$ cat src/rtl/washer_plant_emulator_if.sv
`default_nettype none
`timescale 1ns/1ps
// ============================================================================
//  Module      : washer_plant_emulator_if
//  Description : Controller <-> washer plant signal bundle.
//                master : the washer controller (drives commands, reads sensors)
//                slave  : the plant emulator  (reads commands, drives sensors)
//  Signals     : motor_on, water_pump_on, drain_valve_on, door_locked,
//                water_level_select[1:0], lid_open_req, lid_close_req,
//                unbalance_inject                  (controller -> plant)
//                lid_closed, water_full, load_balanced, water_level[7:0],
//                drum_speed[3:0], lid_refused, fault_overflow,
//                fault_spin_open                   (plant -> controller)
//  Revision    : 1.0 - initial release
// ============================================================================
interface washer_plant_emulator_if;
    // Commands and user stimulus
    logic       motor_on;
    logic       water_pump_on;
    logic       drain_valve_on;
    logic       door_locked;
    logic [1:0] water_level_select;
    logic       lid_open_req;
    logic       lid_close_req;
    logic       unbalance_inject;
    // Sensors and status
    logic       lid_closed;
    logic       water_full;
    logic       load_balanced;
    logic [7:0] water_level;
    logic [3:0] drum_speed;
    logic       lid_refused;
    logic       fault_overflow;
    logic       fault_spin_open;

    modport master (
        output motor_on, water_pump_on, drain_valve_on, door_locked,
               water_level_select, lid_open_req, lid_close_req, unbalance_inject,
        input  lid_closed, water_full, load_balanced, water_level, drum_speed,
               lid_refused, fault_overflow, fault_spin_open
    );

    modport slave (
        input  motor_on, water_pump_on, drain_valve_on, door_locked,
               water_level_select, lid_open_req, lid_close_req, unbalance_inject,
        output lid_closed, water_full, load_balanced, water_level, drum_speed,
               lid_refused, fault_overflow, fault_spin_open
    );
endinterface
`default_nettype wire

$ cat src/rtl/washer_plant_emulator.sv
`default_nettype none
`timescale 1ns/1ps
// ============================================================================
//  Module      : washer_plant_emulator
//  Description : Cycle-level emulation of a washing machine plant: water tank
//                with fill pump / drain valve, ramped drum motor, lid with lock
//                interlock, load-balance sensor and two sticky fault flags.
//  Ports       : clk    - system clock, all state on rising edge
//                reset  - synchronous, active-high reset
//                plant  - washer_plant_emulator_if.slave bundle
//                         (commands in, sensors/status out)
//  Parameters  : FILL_STEP  - level increment per cycle with pump on
//                DRAIN_STEP - level decrement per cycle with drain on
//                RAMP_DIV   - cycles per one-step drum speed change
//  Revision    : 1.0 - initial release
// ============================================================================
module washer_plant_emulator #(
    parameter int FILL_STEP  = 4,
    parameter int DRAIN_STEP = 2,
    parameter int RAMP_DIV   = 4
) (
    input  wire logic                    clk,
    input  wire logic                    reset,
    washer_plant_emulator_if.slave       plant
);

    localparam int                    C_DIV_W    = (RAMP_DIV > 1) ? $clog2(RAMP_DIV) : 1;
    localparam logic [C_DIV_W-1:0]    C_DIV_LAST = C_DIV_W'(RAMP_DIV - 1);
    localparam logic signed [9:0]     C_FILL     = 10'(FILL_STEP);
    localparam logic signed [9:0]     C_DRAIN    = 10'(DRAIN_STEP);
    localparam logic [3:0]            C_SPD_MAX  = 4'd15;

    typedef enum logic [1:0] {
        ST_STOP  = 2'd0,
        ST_ACCEL = 2'd1,
        ST_RUN   = 2'd2,
        ST_DECEL = 2'd3
    } drum_state_t;

    drum_state_t         r_state;
    logic [C_DIV_W-1:0]  r_div;
    logic [3:0]          r_speed;
    logic [7:0]          r_level;
    logic                r_full;
    logic                r_lid_closed;
    logic                r_lid_refused;
    logic                r_balanced;
    logic                r_fault_ovf;
    logic                r_fault_spin;

    logic signed [9:0]   w_sum;
    logic [7:0]          w_next_level;
    logic [7:0]          w_target;
    logic                w_div_tc;

    // ------------------------------------------------------------------
    // Water tank: pump and drain contributions are netted in one signed
    // sum and the result saturated into the 8-bit level range.
    // ------------------------------------------------------------------
    always_comb begin
        w_sum = $signed({2'b00, r_level})
              + (plant.water_pump_on  ? C_FILL  : 10'sd0)
              - (plant.drain_valve_on ? C_DRAIN : 10'sd0);
        if (w_sum < 10'sd0) begin
            w_next_level = 8'd0;
        end else if (w_sum > 10'sd255) begin
            w_next_level = 8'd255;
        end else begin
            w_next_level = w_sum[7:0];
        end
    end

    always_comb begin
        w_target = 8'd64;
        case (plant.water_level_select)
            2'b00:   w_target = 8'd64;
            2'b01:   w_target = 8'd128;
            2'b10:   w_target = 8'd192;
            default: w_target = 8'd240;
        endcase
    end

    // water_full tracks the level being written this edge, so it rises in
    // the same cycle the level reaches the target.
    always_ff @(posedge clk) begin
        if (reset) begin
            r_level <= 8'd0;
            r_full  <= 1'b0;
        end else begin
            r_level <= w_next_level;
            r_full  <= (w_next_level >= w_target);
        end
    end

    // ------------------------------------------------------------------
    // Drum motor ramp FSM
    // ------------------------------------------------------------------
    assign w_div_tc = (r_div == C_DIV_LAST);

    always_ff @(posedge clk) begin
        if (reset) begin
            r_state <= ST_STOP;
            r_div   <= '0;
            r_speed <= 4'd0;
        end else begin
            case (r_state)
                ST_STOP: begin
                    r_speed <= 4'd0;
                    r_div   <= '0;
                    if (plant.motor_on) begin
                        r_state <= ST_ACCEL;
                    end
                end
                ST_ACCEL: begin
                    if (!plant.motor_on) begin
                        // Reverse mid-ramp: keep the current speed.
                        r_state <= ST_DECEL;
                        r_div   <= '0;
                    end else if (r_speed == C_SPD_MAX) begin
                        // Reachable when DECEL at full speed is reversed.
                        r_state <= ST_RUN;
                        r_div   <= '0;
                    end else if (w_div_tc) begin
                        r_div   <= '0;
                        r_speed <= r_speed + 4'd1;
                        if (r_speed == C_SPD_MAX - 4'd1) begin
                            r_state <= ST_RUN;
                        end
                    end else begin
                        r_div <= r_div + 1'b1;
                    end
                end
                ST_RUN: begin
                    r_speed <= C_SPD_MAX;
                    r_div   <= '0;
                    if (!plant.motor_on) begin
                        r_state <= ST_DECEL;
                    end
                end
                ST_DECEL: begin
                    if (plant.motor_on) begin
                        r_state <= ST_ACCEL;
                        r_div   <= '0;
                    end else if (r_speed == 4'd0) begin
                        // Reachable when ACCEL at speed 0 is reversed.
                        r_state <= ST_STOP;
                        r_div   <= '0;
                    end else if (w_div_tc) begin
                        r_div   <= '0;
                        r_speed <= r_speed - 4'd1;
                        if (r_speed == 4'd1) begin
                            r_state <= ST_STOP;
                        end
                    end else begin
                        r_div <= r_div + 1'b1;
                    end
                end
                default: begin
                    r_state <= ST_STOP;
                    r_div   <= '0;
                    r_speed <= 4'd0;
                end
            endcase
        end
    end

    // ------------------------------------------------------------------
    // Lid: an open request wins over a simultaneous close request, but a
    // locked door turns it into a one-cycle refusal pulse instead.
    // ------------------------------------------------------------------
    always_ff @(posedge clk) begin
        if (reset) begin
            r_lid_closed  <= 1'b0;
            r_lid_refused <= 1'b0;
        end else begin
            r_lid_refused <= plant.lid_open_req & plant.door_locked;
            if (plant.lid_open_req) begin
                if (!plant.door_locked) begin
                    r_lid_closed <= 1'b0;
                end
            end else if (plant.lid_close_req) begin
                r_lid_closed <= 1'b1;
            end
        end
    end

    // ------------------------------------------------------------------
    // Load balance: an injected imbalance persists until the drum has
    // come to rest.
    // ------------------------------------------------------------------
    always_ff @(posedge clk) begin
        if (reset) begin
            r_balanced <= 1'b1;
        end else if (plant.unbalance_inject) begin
            r_balanced <= 1'b0;
        end else if (r_state == ST_STOP) begin
            r_balanced <= 1'b1;
        end
    end

    // ------------------------------------------------------------------
    // Sticky faults, cleared only by reset
    // ------------------------------------------------------------------
    always_ff @(posedge clk) begin
        if (reset) begin
            r_fault_ovf  <= 1'b0;
            r_fault_spin <= 1'b0;
        end else begin
            if (plant.water_pump_on && (r_level == 8'd255)) begin
                r_fault_ovf <= 1'b1;
            end
            if ((r_speed != 4'd0) && !r_lid_closed) begin
                r_fault_spin <= 1'b1;
            end
        end
    end

    assign plant.water_level     = r_level;
    assign plant.water_full      = r_full;
    assign plant.drum_speed      = r_speed;
    assign plant.lid_closed      = r_lid_closed;
    assign plant.lid_refused     = r_lid_refused;
    assign plant.load_balanced   = r_balanced;
    assign plant.fault_overflow  = r_fault_ovf;
    assign plant.fault_spin_open = r_fault_spin;

endmodule
`default_nettype wire

$ cat src/flat_wrapper.sv
// flat-port wrapper written by rule: the top's interface ports become plain ports
module washer_plant_emulator_flat 
#(
    parameter int FILL_STEP  = 4,
    parameter int DRAIN_STEP = 2,
    parameter int RAMP_DIV   = 4
)
  (clk, reset, plant_motor_on, plant_water_pump_on, plant_drain_valve_on, plant_door_locked, plant_water_level_select, plant_lid_open_req, plant_lid_close_req, plant_unbalance_inject, plant_lid_closed, plant_water_full, plant_load_balanced, plant_water_level, plant_drum_speed, plant_lid_refused, plant_fault_overflow, plant_fault_spin_open);
  washer_plant_emulator_if plant_i ();
  input  wire logic clk;
  input  wire logic reset;
  input wire logic [$bits(plant_i.motor_on)-1:0] plant_motor_on;
  input wire logic [$bits(plant_i.water_pump_on)-1:0] plant_water_pump_on;
  input wire logic [$bits(plant_i.drain_valve_on)-1:0] plant_drain_valve_on;
  input wire logic [$bits(plant_i.door_locked)-1:0] plant_door_locked;
  input wire logic [$bits(plant_i.water_level_select)-1:0] plant_water_level_select;
  input wire logic [$bits(plant_i.lid_open_req)-1:0] plant_lid_open_req;
  input wire logic [$bits(plant_i.lid_close_req)-1:0] plant_lid_close_req;
  input wire logic [$bits(plant_i.unbalance_inject)-1:0] plant_unbalance_inject;
  output wire logic [$bits(plant_i.lid_closed)-1:0] plant_lid_closed;
  output wire logic [$bits(plant_i.water_full)-1:0] plant_water_full;
  output wire logic [$bits(plant_i.load_balanced)-1:0] plant_load_balanced;
  output wire logic [$bits(plant_i.water_level)-1:0] plant_water_level;
  output wire logic [$bits(plant_i.drum_speed)-1:0] plant_drum_speed;
  output wire logic [$bits(plant_i.lid_refused)-1:0] plant_lid_refused;
  output wire logic [$bits(plant_i.fault_overflow)-1:0] plant_fault_overflow;
  output wire logic [$bits(plant_i.fault_spin_open)-1:0] plant_fault_spin_open;
  assign plant_i.motor_on = plant_motor_on;
  assign plant_i.water_pump_on = plant_water_pump_on;
  assign plant_i.drain_valve_on = plant_drain_valve_on;
  assign plant_i.door_locked = plant_door_locked;
  assign plant_i.water_level_select = plant_water_level_select;
  assign plant_i.lid_open_req = plant_lid_open_req;
  assign plant_i.lid_close_req = plant_lid_close_req;
  assign plant_i.unbalance_inject = plant_unbalance_inject;
  assign plant_lid_closed = plant_i.lid_closed;
  assign plant_water_full = plant_i.water_full;
  assign plant_load_balanced = plant_i.load_balanced;
  assign plant_water_level = plant_i.water_level;
  assign plant_drum_speed = plant_i.drum_speed;
  assign plant_lid_refused = plant_i.lid_refused;
  assign plant_fault_overflow = plant_i.fault_overflow;
  assign plant_fault_spin_open = plant_i.fault_spin_open;
  washer_plant_emulator #(.FILL_STEP(FILL_STEP), .DRAIN_STEP(DRAIN_STEP), .RAMP_DIV(RAMP_DIV)) u_core (.clk(clk), .reset(reset), .plant(plant_i));
endmodule
$ cat config.mk
export PLATFORM = sky130hd
export DESIGN_NAME = washer_plant_emulator_flat
export DESIGN_NICKNAME = d
export VERILOG_FILES = /design/src/rtl/washer_plant_emulator_if.sv /design/src/rtl/washer_plant_emulator.sv /design/src/flat_wrapper.sv
export SDC_FILE = /design/constraint.sdc
export NUM_CORES = 1
export LEC_CHECK = 0
export CAP_MARGIN = 20
export CORE_MARGIN = 2
export CORE_UTILIZATION = 45
export CTS_BUF_LIST = sky130_fd_sc_hd__clkbuf_8
export DETAILED_ROUTE_END_ITERATION = 8
export PLACE_DENSITY = 0.79
export SLEW_MARGIN = 20
export SYNTH_ARGS = -nofsm -noshare
export SYNTH_HDL_FRONTEND = slang
export SYNTH_SLANG_ARGS = --single-unit
$ cat constraint.sdc
create_clock -name clk -period 3.6 [get_ports clk]
set_clock_uncertainty 0.15 [all_clocks]
set_input_delay 0.54 -clock clk [delete_from_list [all_inputs] [get_ports clk]]
set_output_delay 0.54 -clock clk [all_outputs]
set_load 0.05 [all_outputs]
==> impl_metrics.toml <==
[clocking]
tritoncts = "done"
clock-sinks = 22
htreeDepth = 1
numCtsBuffers = 3
clkLatencyLatePin_ns = 0.26
ctsHoldBuffers = 0
cts_root_buffer = "clkbuf_8"
clk_pin_slew_worst_paths_ns = 0.08
max-clock-path-buffers = 2

[synthesis]
syn-cell-area_um2 = 1660
yosysMostFrequentCell = "ha_1"
synth.ff_latch_count = 22
syn_inst = 189
avgSynthCellArea_um2 = 8.80
synth_top_area_share = 0.265
synth_top_cell_by_area = "dfxtp_1"
synth_cell_types = 47
yosysWarnings = 0
yosys_most_used_dff = "dfxtp_1"
syn_nets = 226
async_flop_share = 0
synthTopCellsByArea = "dfxtp_1 26%, ha_1 19%, inv_1 5.2%"
synth_edf_count = 0
seq_area_frac_synth = 0.265
synth_commonest_cells = "25 x ha_1, 23 x inv_1, 22 x dfxtp_1"

[worst_setup_path]
crit_required_ns = 3.60
crit_path_max_fanout = 2
crit_family = "compound AO/OA/AOI/OAI gates"
crit_slowest_cell = "clkdlybuf4s50_1"
critPathMostFrequentCell = "ha_1"
max_stage_delay_ns = 0.45
crit_chain = "clkdlybuf4s50_1, inv_1, ha_1, ha_1, a21oi_2, nor2_2, o31ai_2, xnor2_1, a21oi_1, ha_1, nor2b_1, o21a_1, o21ai_1, a21oi_1, a221o_1"
cp.arrival_ns = 3.42
path_class = "in2reg"
end_kind = "flip-flop"
cp-start-kind = "primary input"
path_buf_inv = 2

[timing]
slew_headroom = 0.610
setup_viol = 0
fin_ws_ns = 0.172
finalMaxSlewViolations = 0
fmax_mhz = 292
hold_viol = 0
final.setup.tns_ns = 0
min_period_ns = 3.43
worst_slew_pin_slew_ns = 0.583
timing.final.crit_share = 0.952

[pwr]
intPower_uw = 1220
pwr-share-comb = 0.732
leakagePower_uw = 0.000910
power_uw = 2330
swShare = 0.476
p_sw_uw = 1110
p_seq_frac = 0.170
p_clk_frac = 0.098
p_per_area_nw_per_um2 = 1090
ir_worst_vdd_v = 0.000806

[route]
via_per_inst = 5.19
dr.pass1.iters = 4
totalWireLength_um = 3480
drtIter0Drc = 79
ant_nets = 0
drc = 0
wl_per_cell_um = 12.8
num_vias = 1411

[grt]
grt_antenna_before_repair = 0
grt_max_degree = 17
grt_overflow_total = 0
grt.total_usage = 0.178
grt_pass1_wl_um = 6070
grt_pass1_vias = 1405

[floorplanning]
initial_core_util = 0.461
rows = 22
die_y_um = 64.8
io_pins = 29
die_area_um2 = 4200
core_area_um2 = 3610
die_w_um = 64.8

[min_path]
min_path_type = "reg2reg"

[finish]
fin_util = 0.592
final_nets = 262
antenna_cells = 0
drive_gt1_frac = 0.188
area_growth_pct = 28.3

[outcome]
status = "complete, no violations"

[placement]
dp_hpwl_um = 2560
place_ws_ns = -0.279
gp_congestion = 0.857
portBuffers = 28

[flow_run]
maxCapViolations = 0
metrics by stage:
step,cells,area (um2),hold slack [ns]
after detailed placement,266,2010,0.279
after floorplan,189,1660,0.254
after CTS,270,2090,0.291
after global placement,266,2010,0.267
after global routing,272,2140,0.308
final,272,2140,0.285
cells by family after synthesis:
group | count (synthesis) | share of synthesized area
AOI/OAI and AO/OA | 50 | 0.237
DFF | 22 | 0.265
adders and majority gates | 26 | 0.200
and+or+nand+nor | 48 | 0.146
xor gates and xnor gates | 9 | 0.0474
buffers and inverters | 31 | 0.0872
muxes | 3 | 0.0180
worst reg2reg max path: stages (launching register included):
cell and delay [ns]:
dfxtp_1 0.36, inv_1 0.08, ha_4 0.27, inv_2 0.04
ha_1 0.28, a21oi_2 0.21, nor2_2 0.08, o31ai_2 0.19
xnor2_1 0.17, a21oi_1 0.10, ha_1 0.30, nor2b_1 0.14
o21a_1 0.17, o21ai_1 0.12, a21oi_1 0.08, a221o_1 0.29
timing repair:
| item | in CTS | in global routing |
|---|---|---|
| gates resized for setup | 3 | 9 |
| endpoints found under the hold margin | 0 | 0 |
| gates cloned | 0 | 0 |
| buffers inserted | 0 | 2 |
| pin swaps | 0 | 7 |
| setup endpoints to repair | 1 | 1 |
flip-flops by register name, indices dropped and copies added (netlist names):
signal,count
u_core.plant.water_level,8
u_core.plant.drum_speed,4
u_core.r_div,2
u_core.r_state,2
u_core.plant.fault_overflow,1
u_core.plant.fault_spin_open,1
u_core.plant.lid_closed,1
u_core.plant.lid_refused,1
u_core.plant.load_balanced,1
u_core.plant.water_full,1
worst paths after layout:
| path | from | cells after the start | end | slack, ns |
|---|---|---|---|---|
| worst max-delay path | plant_drain_valve_on | 15 | u_core.plant.water_full$_SDFF_PP0_ | 0.17 |
| worst min-delay path | u_core.r_div[0]$_SDFF_PP0_ | 1 | u_core.r_div[0]$_SDFF_PP0_ | 0.28 |
| worst max register to register | u_core.plant.water_level[2]$_SDFF_PP0_ | 15 | u_core.plant.water_full$_SDFF_PP0_ | 0.44 |
| worst min register to register | u_core.r_div[0]$_SDFF_PP0_ | 1 | u_core.r_div[0]$_SDFF_PP0_ | 0.28 |
power groups by stage:
stage	Clock (uW)	Sequential [uW]	Combinational, uW
2_1_floorplan	0	563	1020
3_3_place_gp	0	399	1550
3_5_place_dp	0	399	1590
4_1_cts	235	397	1610
5_1_grt	245	407	1850
6_report	228	396	1700
layout make-up:
| class | count | area [um2] |
|---|---|---|
| Sequential cell | 22 | 440 |
| Multi-Input combinational cell | 136 | 1120 |
| Timing Repair Buffer | 38 | 358 |
| Fill cell | 318 | 1470 |
| Clock buffer | 3 | 41.3 |
| Tap cell | 48 | 60.1 |
| Clock inverter | 1 | 30.0 |
| Inverter | 24 | 90.1 |
per-layer routing:
metal / vias up / share of wire / track usage / wire, um
met5: - / 0 / 0 / 0
met4: 0 / 0.010 / 0.0691 / 35
met3: 4 / 0.029 / 0.0226 / 100
met2: 27 / 0.47 / 0.308 / 1640
met1: 661 / 0.49 / 0.225 / 1700
li1: 719 / - / - / -
cell usage in the layout, fill, tap and decap left out, types with 3 or more instances in the layout:
master,netlist,final
a21oi_2,8,10
a21oi_1,17,15
nor2_2,2,4
and3_1,3,3
or3_1,3,3
nor2b_1,5,4
nand2_1,8,8
clkdlybuf4s50_1,0,27
inv_1,23,21
ha_1,25,24
mux2i_1,3,3
inv_2,1,3
nor2_1,16,14
a21o_1,3,3
buf_4,1,10
clkbuf_8,0,3
xnor2_1,5,5
dfxtp_1,22,22
xor2_1,4,3
(Power assumes the default switching activity.)
